`src/rtl/branch_pkg.sv`:
```
// Shared definitions for the branch resolve block: funct3 branch codes and FSM states.
package branch_pkg;

    localparam logic [2:0] F3_BEQ  = 3'b000;
    localparam logic [2:0] F3_BNE  = 3'b001;
    localparam logic [2:0] F3_BLT  = 3'b100;
    localparam logic [2:0] F3_BGE  = 3'b101;
    localparam logic [2:0] F3_BLTU = 3'b110;
    localparam logic [2:0] F3_BGEU = 3'b111;

    typedef enum logic [1:0] {
        ST_IDLE     = 2'd0,
        ST_REDIRECT = 2'd1,
        ST_FLUSH    = 2'd2
    } br_state_e;

endpackage

```
`src/rtl/branch_resolve_if.sv`:
```
// EX-stage to branch resolve bus. Statistics counters exist only when BRANCH_STATS_EN is defined.
interface branch_resolve_if #(
    parameter int XLEN = 32
);
    logic            ex_valid;
    logic            ex_is_branch;
    logic            ex_is_jump;
    logic [2:0]      funct3;
    logic            BrEq;
    logic            BrLT;
    logic [XLEN-1:0] target;
    logic            stall;

    logic            BrUn;
    logic            PCSel;
    logic [XLEN-1:0] pc_target;
    logic            flush_if;
    logic            flush_id;
    logic            illegal_br;

`ifdef BRANCH_STATS_EN
    logic [31:0]     br_total_cnt;
    logic [31:0]     br_taken_cnt;

    modport master (
        output ex_valid, ex_is_branch, ex_is_jump, funct3, BrEq, BrLT, target, stall,
        input  BrUn, PCSel, pc_target, flush_if, flush_id, illegal_br,
        input  br_total_cnt, br_taken_cnt
    );
    modport slave (
        input  ex_valid, ex_is_branch, ex_is_jump, funct3, BrEq, BrLT, target, stall,
        output BrUn, PCSel, pc_target, flush_if, flush_id, illegal_br,
        output br_total_cnt, br_taken_cnt
    );
`else
    modport master (
        output ex_valid, ex_is_branch, ex_is_jump, funct3, BrEq, BrLT, target, stall,
        input  BrUn, PCSel, pc_target, flush_if, flush_id, illegal_br
    );
    modport slave (
        input  ex_valid, ex_is_branch, ex_is_jump, funct3, BrEq, BrLT, target, stall,
        output BrUn, PCSel, pc_target, flush_if, flush_id, illegal_br
    );
`endif

endinterface

```
`src/rtl/branch_cond.sv`:
```
// Combinational branch condition decode: taken flag, unsigned-compare select, reserved-code flag.
module branch_cond
    import branch_pkg::*;
(
    input  logic [2:0] funct3_i,
    input  logic       BrEq_i,
    input  logic       BrLT_i,
    output logic       taken_o,
    output logic       BrUn_o,
    output logic       illegal_o
);

    assign BrUn_o = (funct3_i == F3_BLTU) || (funct3_i == F3_BGEU);

    always_comb begin
        taken_o   = 1'b0;
        illegal_o = 1'b0;
        case (funct3_i)
            F3_BEQ:  taken_o = BrEq_i;
            F3_BNE:  taken_o = !BrEq_i;
            F3_BLT:  taken_o = BrLT_i;
            F3_BGE:  taken_o = !BrLT_i;
            F3_BLTU: taken_o = BrLT_i;
            F3_BGEU: taken_o = !BrLT_i;
            default: illegal_o = 1'b1;  // 010 / 011 are reserved
        endcase
    end

endmodule

```
`src/rtl/branch_resolve.sv`:
```
// Resolves EX-stage branches/jumps into a registered fetch redirect plus a FLUSH_CYCLES-long
// IF/ID flush window. Define BRANCH_STATS_EN to add saturating branch statistics counters.
module branch_resolve
    import branch_pkg::*;
#(
    parameter int FLUSH_CYCLES = 2,
    parameter int XLEN         = 32
) (
    input  logic           clk,
    input  logic           reset,
    branch_resolve_if.slave bus
);

    logic taken, illegal;

    branch_cond u_cond (
        .funct3_i  (bus.funct3),
        .BrEq_i    (bus.BrEq),
        .BrLT_i    (bus.BrLT),
        .taken_o   (taken),
        .BrUn_o    (bus.BrUn),
        .illegal_o (illegal)
    );

    br_state_e       state_q;
    logic [1:0]      cnt_q;
    logic            pcsel_q, flush_q, illegal_q;
    logic [XLEN-1:0] pc_target_q;

    logic idle_sample, resolve, br_eval;
    assign idle_sample = bus.ex_valid && !bus.stall && (state_q == ST_IDLE);
    assign resolve     = idle_sample && (bus.ex_is_jump || (bus.ex_is_branch && taken));
    assign br_eval     = idle_sample && bus.ex_is_branch && !bus.ex_is_jump;

    always_ff @(posedge clk or negedge reset) begin
        if (!reset) begin
            state_q     <= ST_IDLE;
            cnt_q       <= '0;
            pcsel_q     <= 1'b0;
            flush_q     <= 1'b0;
            illegal_q   <= 1'b0;
            pc_target_q <= '0;
        end else if (!bus.stall) begin
            case (state_q)
                ST_IDLE: begin
                    illegal_q <= br_eval && illegal;
                    if (resolve) begin
                        state_q     <= ST_REDIRECT;
                        pcsel_q     <= 1'b1;
                        flush_q     <= 1'b1;
                        pc_target_q <= bus.target;
                        cnt_q       <= '0;
                    end else begin
                        pcsel_q <= 1'b0;
                        flush_q <= 1'b0;
                    end
                end
                ST_REDIRECT: begin
                    pcsel_q   <= 1'b0;
                    illegal_q <= 1'b0;
                    if (FLUSH_CYCLES == 1) begin
                        state_q <= ST_IDLE;
                        flush_q <= 1'b0;
                    end else begin
                        // The redirect cycle already counts as flush cycle 0
                        state_q <= ST_FLUSH;
                        flush_q <= 1'b1;
                        cnt_q   <= 2'd1;
                    end
                end
                ST_FLUSH: begin
                    illegal_q <= 1'b0;
                    if (cnt_q == 2'(FLUSH_CYCLES - 1)) begin
                        state_q <= ST_IDLE;
                        flush_q <= 1'b0;
                        cnt_q   <= '0;
                    end else begin
                        cnt_q <= cnt_q + 2'd1;
                    end
                end
                default: begin
                    state_q <= ST_IDLE;
                    pcsel_q <= 1'b0;
                    flush_q <= 1'b0;
                    cnt_q   <= '0;
                end
            endcase
        end
    end

    assign bus.PCSel      = pcsel_q;
    assign bus.pc_target  = pc_target_q;
    assign bus.flush_if   = flush_q;
    assign bus.flush_id   = flush_q;
    assign bus.illegal_br = illegal_q;

`ifdef BRANCH_STATS_EN
    logic [31:0] total_q, total_d, taken_cnt_q, taken_cnt_d;

    // Reserved funct3 codes are not valid branches, so they are not counted
    always_comb begin
        total_d     = total_q;
        taken_cnt_d = taken_cnt_q;
        if (br_eval && !illegal) begin
            if (total_q != '1) total_d = total_q + 32'd1;
            if (taken && taken_cnt_q != '1) taken_cnt_d = taken_cnt_q + 32'd1;
        end
    end

    always_ff @(posedge clk or negedge reset) begin
        if (!reset) begin
            total_q     <= '0;
            taken_cnt_q <= '0;
        end else begin
            total_q     <= total_d;
            taken_cnt_q <= taken_cnt_d;
        end
    end

    assign bus.br_total_cnt = total_q;
    assign bus.br_taken_cnt = taken_cnt_q;
`else
    logic unused_br_eval;
    assign unused_br_eval = br_eval;
`endif

endmodule

```
`src/flat_wrapper.sv`:
```
// flat-port wrapper written by rule: the top's interface ports become plain ports
module branch_resolve_flat import branch_pkg::*;
#(
    parameter int FLUSH_CYCLES = 2,
    parameter int XLEN         = 32
)
  (clk, reset, bus_ex_valid, bus_ex_is_branch, bus_ex_is_jump, bus_funct3, bus_BrEq, bus_BrLT, bus_target, bus_stall, bus_BrUn, bus_PCSel, bus_pc_target, bus_flush_if, bus_flush_id, bus_illegal_br);
  branch_resolve_if #(.XLEN(XLEN)) bus_i ();
  input  logic clk;
  input  logic reset;
  input wire logic [$bits(bus_i.ex_valid)-1:0] bus_ex_valid;
  input wire logic [$bits(bus_i.ex_is_branch)-1:0] bus_ex_is_branch;
  input wire logic [$bits(bus_i.ex_is_jump)-1:0] bus_ex_is_jump;
  input wire logic [$bits(bus_i.funct3)-1:0] bus_funct3;
  input wire logic [$bits(bus_i.BrEq)-1:0] bus_BrEq;
  input wire logic [$bits(bus_i.BrLT)-1:0] bus_BrLT;
  input wire logic [$bits(bus_i.target)-1:0] bus_target;
  input wire logic [$bits(bus_i.stall)-1:0] bus_stall;
  output wire logic [$bits(bus_i.BrUn)-1:0] bus_BrUn;
  output wire logic [$bits(bus_i.PCSel)-1:0] bus_PCSel;
  output wire logic [$bits(bus_i.pc_target)-1:0] bus_pc_target;
  output wire logic [$bits(bus_i.flush_if)-1:0] bus_flush_if;
  output wire logic [$bits(bus_i.flush_id)-1:0] bus_flush_id;
  output wire logic [$bits(bus_i.illegal_br)-1:0] bus_illegal_br;
  assign bus_i.ex_valid = bus_ex_valid;
  assign bus_i.ex_is_branch = bus_ex_is_branch;
  assign bus_i.ex_is_jump = bus_ex_is_jump;
  assign bus_i.funct3 = bus_funct3;
  assign bus_i.BrEq = bus_BrEq;
  assign bus_i.BrLT = bus_BrLT;
  assign bus_i.target = bus_target;
  assign bus_i.stall = bus_stall;
  assign bus_BrUn = bus_i.BrUn;
  assign bus_PCSel = bus_i.PCSel;
  assign bus_pc_target = bus_i.pc_target;
  assign bus_flush_if = bus_i.flush_if;
  assign bus_flush_id = bus_i.flush_id;
  assign bus_illegal_br = bus_i.illegal_br;
  branch_resolve #(.FLUSH_CYCLES(FLUSH_CYCLES), .XLEN(XLEN)) u_core (.clk(clk), .reset(reset), .bus(bus_i));
endmodule
```
`config.mk`:
```
export PLATFORM = sky130hd
export DESIGN_NAME = branch_resolve_flat
export DESIGN_NICKNAME = d
export VERILOG_FILES = /design/src/rtl/branch_pkg.sv /design/src/rtl/branch_resolve_if.sv /design/src/rtl/branch_cond.sv /design/src/rtl/branch_resolve.sv /design/src/flat_wrapper.sv
export SDC_FILE = /design/constraint.sdc
export NUM_CORES = 1
export LEC_CHECK = 0
export CORE_MARGIN = 4
export CORE_UTILIZATION = 40
export CTS_CLUSTER_SIZE = 28
export DETAILED_ROUTE_END_ITERATION = 8
export GPL_TIMING_DRIVEN = 0
export PLACE_DENSITY = 0.86
export SLEW_MARGIN = 20
export SYNTH_ARGS = -nofsm -noshare
export SYNTH_HDL_FRONTEND = slang
export SYNTH_HIERARCHICAL = 1
export SYNTH_SLANG_ARGS = --single-unit
```
`constraint.sdc`:
```
create_clock -name clk -period 2.6 [get_ports clk]
set_input_delay 0.65 -clock clk [delete_from_list [all_inputs] [get_ports clk]]
set_output_delay 0.65 -clock clk [all_outputs]
set_load 0.005 [all_outputs]
```
==> run_results.csv <==
group,metric,value,unit
timing,setup_tns,0,ps
timing,fin_crit,2460,ps
grt,grt_remaining_overflow,0,
clocking,cts_buffers,5,
timing,finalCritPeriodShare,0.947,
floorplanning,initial_core_util,0.414,
synth,ys_top_cells_by_area,"dfrtp_1 (59%), mux2_2 (20%), ha_1 (3.0%), buf_6 (2.0%), mux2_1 (2.0%)",
final_layout,layout-drive-gt1-share,0.227,
setup_path,crit_chain,"clkdlybuf4s50_1 > and2_1 > clkdlybuf4s50_1",
placed_design,gp_congestion,0.807,
timing,rsz0062_at_grt,"no",
placed_design,portBuffers,79,
timing,max_slew_margin,0.745,
drt,drc_errors,0,
worst_hold_path,worst_hold_path_type,"in2async",
drt,routed_wl,4070,um
synth,ys_ff_latch,39,
pwr,powerDensity,1010,nW/um^2
clocking,cts_root_buffer,"clkbuf_8",
clocking,cts_tree,"built",
floorplanning,die_h,72.3,um
clocking,cts_hold_buf,0,
grt,grt_start_max_net_pins,33,
setup_path,worstSetupEndpointType,"output port",
synth,synth-async-reset-ratio,1.00,
setup_path,critical_path_peak_fanout,4,
status,outcome,"finished, final reports clean",
setup_path,critPathSlowestCell,"clkdlybuf4s50_1",
synth,syn_area_per_cell,14.5,um^2
placed_design,dpl.cell_count,244,
setup_path,cpPeakStageDelay,520,ps
pwr,ir_drop,0.605,mV
setup_path,startpoint_type,"primary input",
pwr,p_total,2.64,mW
setup_path,path_common_cell,"clkdlybuf4s50_1",
timing,fin_skew,2.91,ps
timing,setup_viol,0,
flow_run,maxCapViolations,0,
synth,ys_seq_area_frac,0.590,
grt,grt_usage,0.168,
synth,synth-edff-count,0,
setup_path,cp.required,1950,ps
drt,dr.pass1.iters,4,
synth,syn_area,1650,um^2
drt,vias_per_cell,4.73,
drt,wl_per_cell,16.1,um
final_layout,fin_cells,253,
grt,grt_pass1_vias,1414,
clocking,clock_sinks,39,
timing,fmax,0.406,GHz
synth,synth_flop_cell,"dfrtp_1",
placed_design,post-dp-hpwl,3190,um
floorplanning,core,4000,um^2
setup_path,path_class,"in2out",
grt,antenna_found_initial,0,
setup_path,cp.arrival,1810,ps
grt,grt_pass1_wl,6730,um
clocking,clk_path_buf_depth,2,
synth,yosysWarnings,6,
final_layout,diodes,0,
synth,yosysMostFrequentCell,"dfrtp_1",
synth,synth_top_area_frac,0.590,
pwr,power_leakage,1.10,nW
clocking,cts.reportedPaths.clkPinSlew,80,ps
synth,synth_area_leader_cell,"dfrtp_1",
final_layout,syn_to_final_growth,58.1,%
timing,maxSlewViolCount,0,
synth,ys_types,23,
drt,ant_nets,0,
floorplanning,die_area,5230,um^2
timing,hold_viol,0,
clocking,worstSkewPairLatency,280,ps
drt,drt_iter0_markers,51,
floorplanning,die_w,72.3,um
synth,synth.top_cells.by_count,"dfrtp_1 (39), mux2_2 (30), inv_1 (5), nor2_1 (5)",
floorplanning,rows,23,
synth,synth_cells,114,
floorplanning,io_pins,80,
final_layout,finalNetCount,249,
synth,syn-num-nets,161,
clocking,cts_max_level,2,
timing,worstMarginPinSlew,383,ps
drt,vias,1197,
-- path summary, 6_finish.rpt --
path,from,endpoint,slack (ps),cells past startpoint
worst max-delay path,bus_funct3[2],bus_BrUn,140,3
worst min-delay path,reset,u_core/bus.pc_target[1],210,1
worst max register to register,u_core/state_q[0],u_core/bus.pc_target[5],690,7
worst min register to register,u_core/bus.pc_target[25],u_core/bus.pc_target[25],490,1
max in group asynchronous,reset,u_core/bus.illegal_br,1970,2
min in group clk,u_core/bus.pc_target[25],u_core/bus.pc_target[25],490,1
-- timing repair --
| action | 4_1_cts | 5_1_grt |
|---|---|---|
| setup endpoints to repair | 21 | 27 |
| pin swaps | 1 | 1 |
| resized for setup | 0 | 0 |
| buffers inserted | 0 | 1 |
-- layer usage --
metal  up-vias  global-route usage  part of all wire
met2        55               0.296              0.52
met5         -                   0                 0
met3         0              0.0886              0.11
met1       575               0.179              0.37
met4         0              0.0334                 0
li1        567                   -                 -
-- cells by family (layout without fill, tap and decap cells) --
| group | Yosys count | after routing | share of synthesized area |
|---|---|---|---|
| simple gates | 13 | 13 | 0.0545 |
| compound gates | 13 | 13 | 0.0477 |
| mux | 34 | 34 | 0.231 |
| flops | 39 | 39 | 0.590 |
| xor+xnor | 2 | 2 | 0.0106 |
| fa+ha+maj | 4 | 4 | 0.0303 |
| buf+inv | 9 | 98 | 0.0363 |
-- report_power, final --
group / switching (mW) / internal (mW)
clock: 0.208 / 0.188
sequential: 0.156 / 0.894
combinational: 0.386 / 0.809
total: 0.750 / 1.89
-- placed cells by master (no fill, tap or decap), drive strengths merged --
master         synthesis  layout
mux2i                  1       1
clkinvlp               0       1
buf                    4       7
o21a                   1       1
nand2b                 2       2
clkdlybuf4s50          0      78
xor2                   2       2
nand4b                 1       1
a22o                   1       1
o41ai                  1       1
nor2b                  2       2
nor3b                  1       1
nor4b                  1       1
ha                     4       4
mux2                  33      33
inv                    5       5
o21ai                  5       5
clkbuf                 0       6
nor2                   5       5
dfrtp                 39      39
clkinv                 0       1
a21oi                  5       5
and2                   1       1
-- final cells by class --
type | count | area [um^2]
Fill cell | 276 | 1390
Sequential cell | 39 | 976
Timing Repair Buffer | 81 | 813
Multi-Input combinational cell | 66 | 618
Clock buffer | 6 | 72.6
Tap cell | 50 | 62.6
Buffer | 4 | 41.3
Inverter | 5 | 18.8
Clock inverter | 2 | 12.5
-- registers in the layout (all words and copies together) (netlist names) --
register,flops
u_core/bus.PCSel,1
u_core/bus.flush_id,1
u_core/bus.illegal_br,1
u_core/bus.pc_target,32
u_core/cnt_q,2
u_core/state_q,2
-- through the flow --
step           hold WS [ps]  setup slack, ps   util  instance area [um^2]
3_5_place_dp            476             -330  0.631                  2520
4_1_cts                 201             13.4  0.652                  2610
3_3_place_gp            462             -257  0.627                  2510
5_1_grt                 201             92.2  0.654                  2620
2_1_floorplan           354              455      -                  1650
6_report                207              138  0.654                  2620
-- worst max-delay path: cells and delay by family --
family / cells / cell delay, ps
buffers and inverters: 2 / 1020
and+or+nand+nor: 1 / 140
Power figures use the tool's default switching activity.
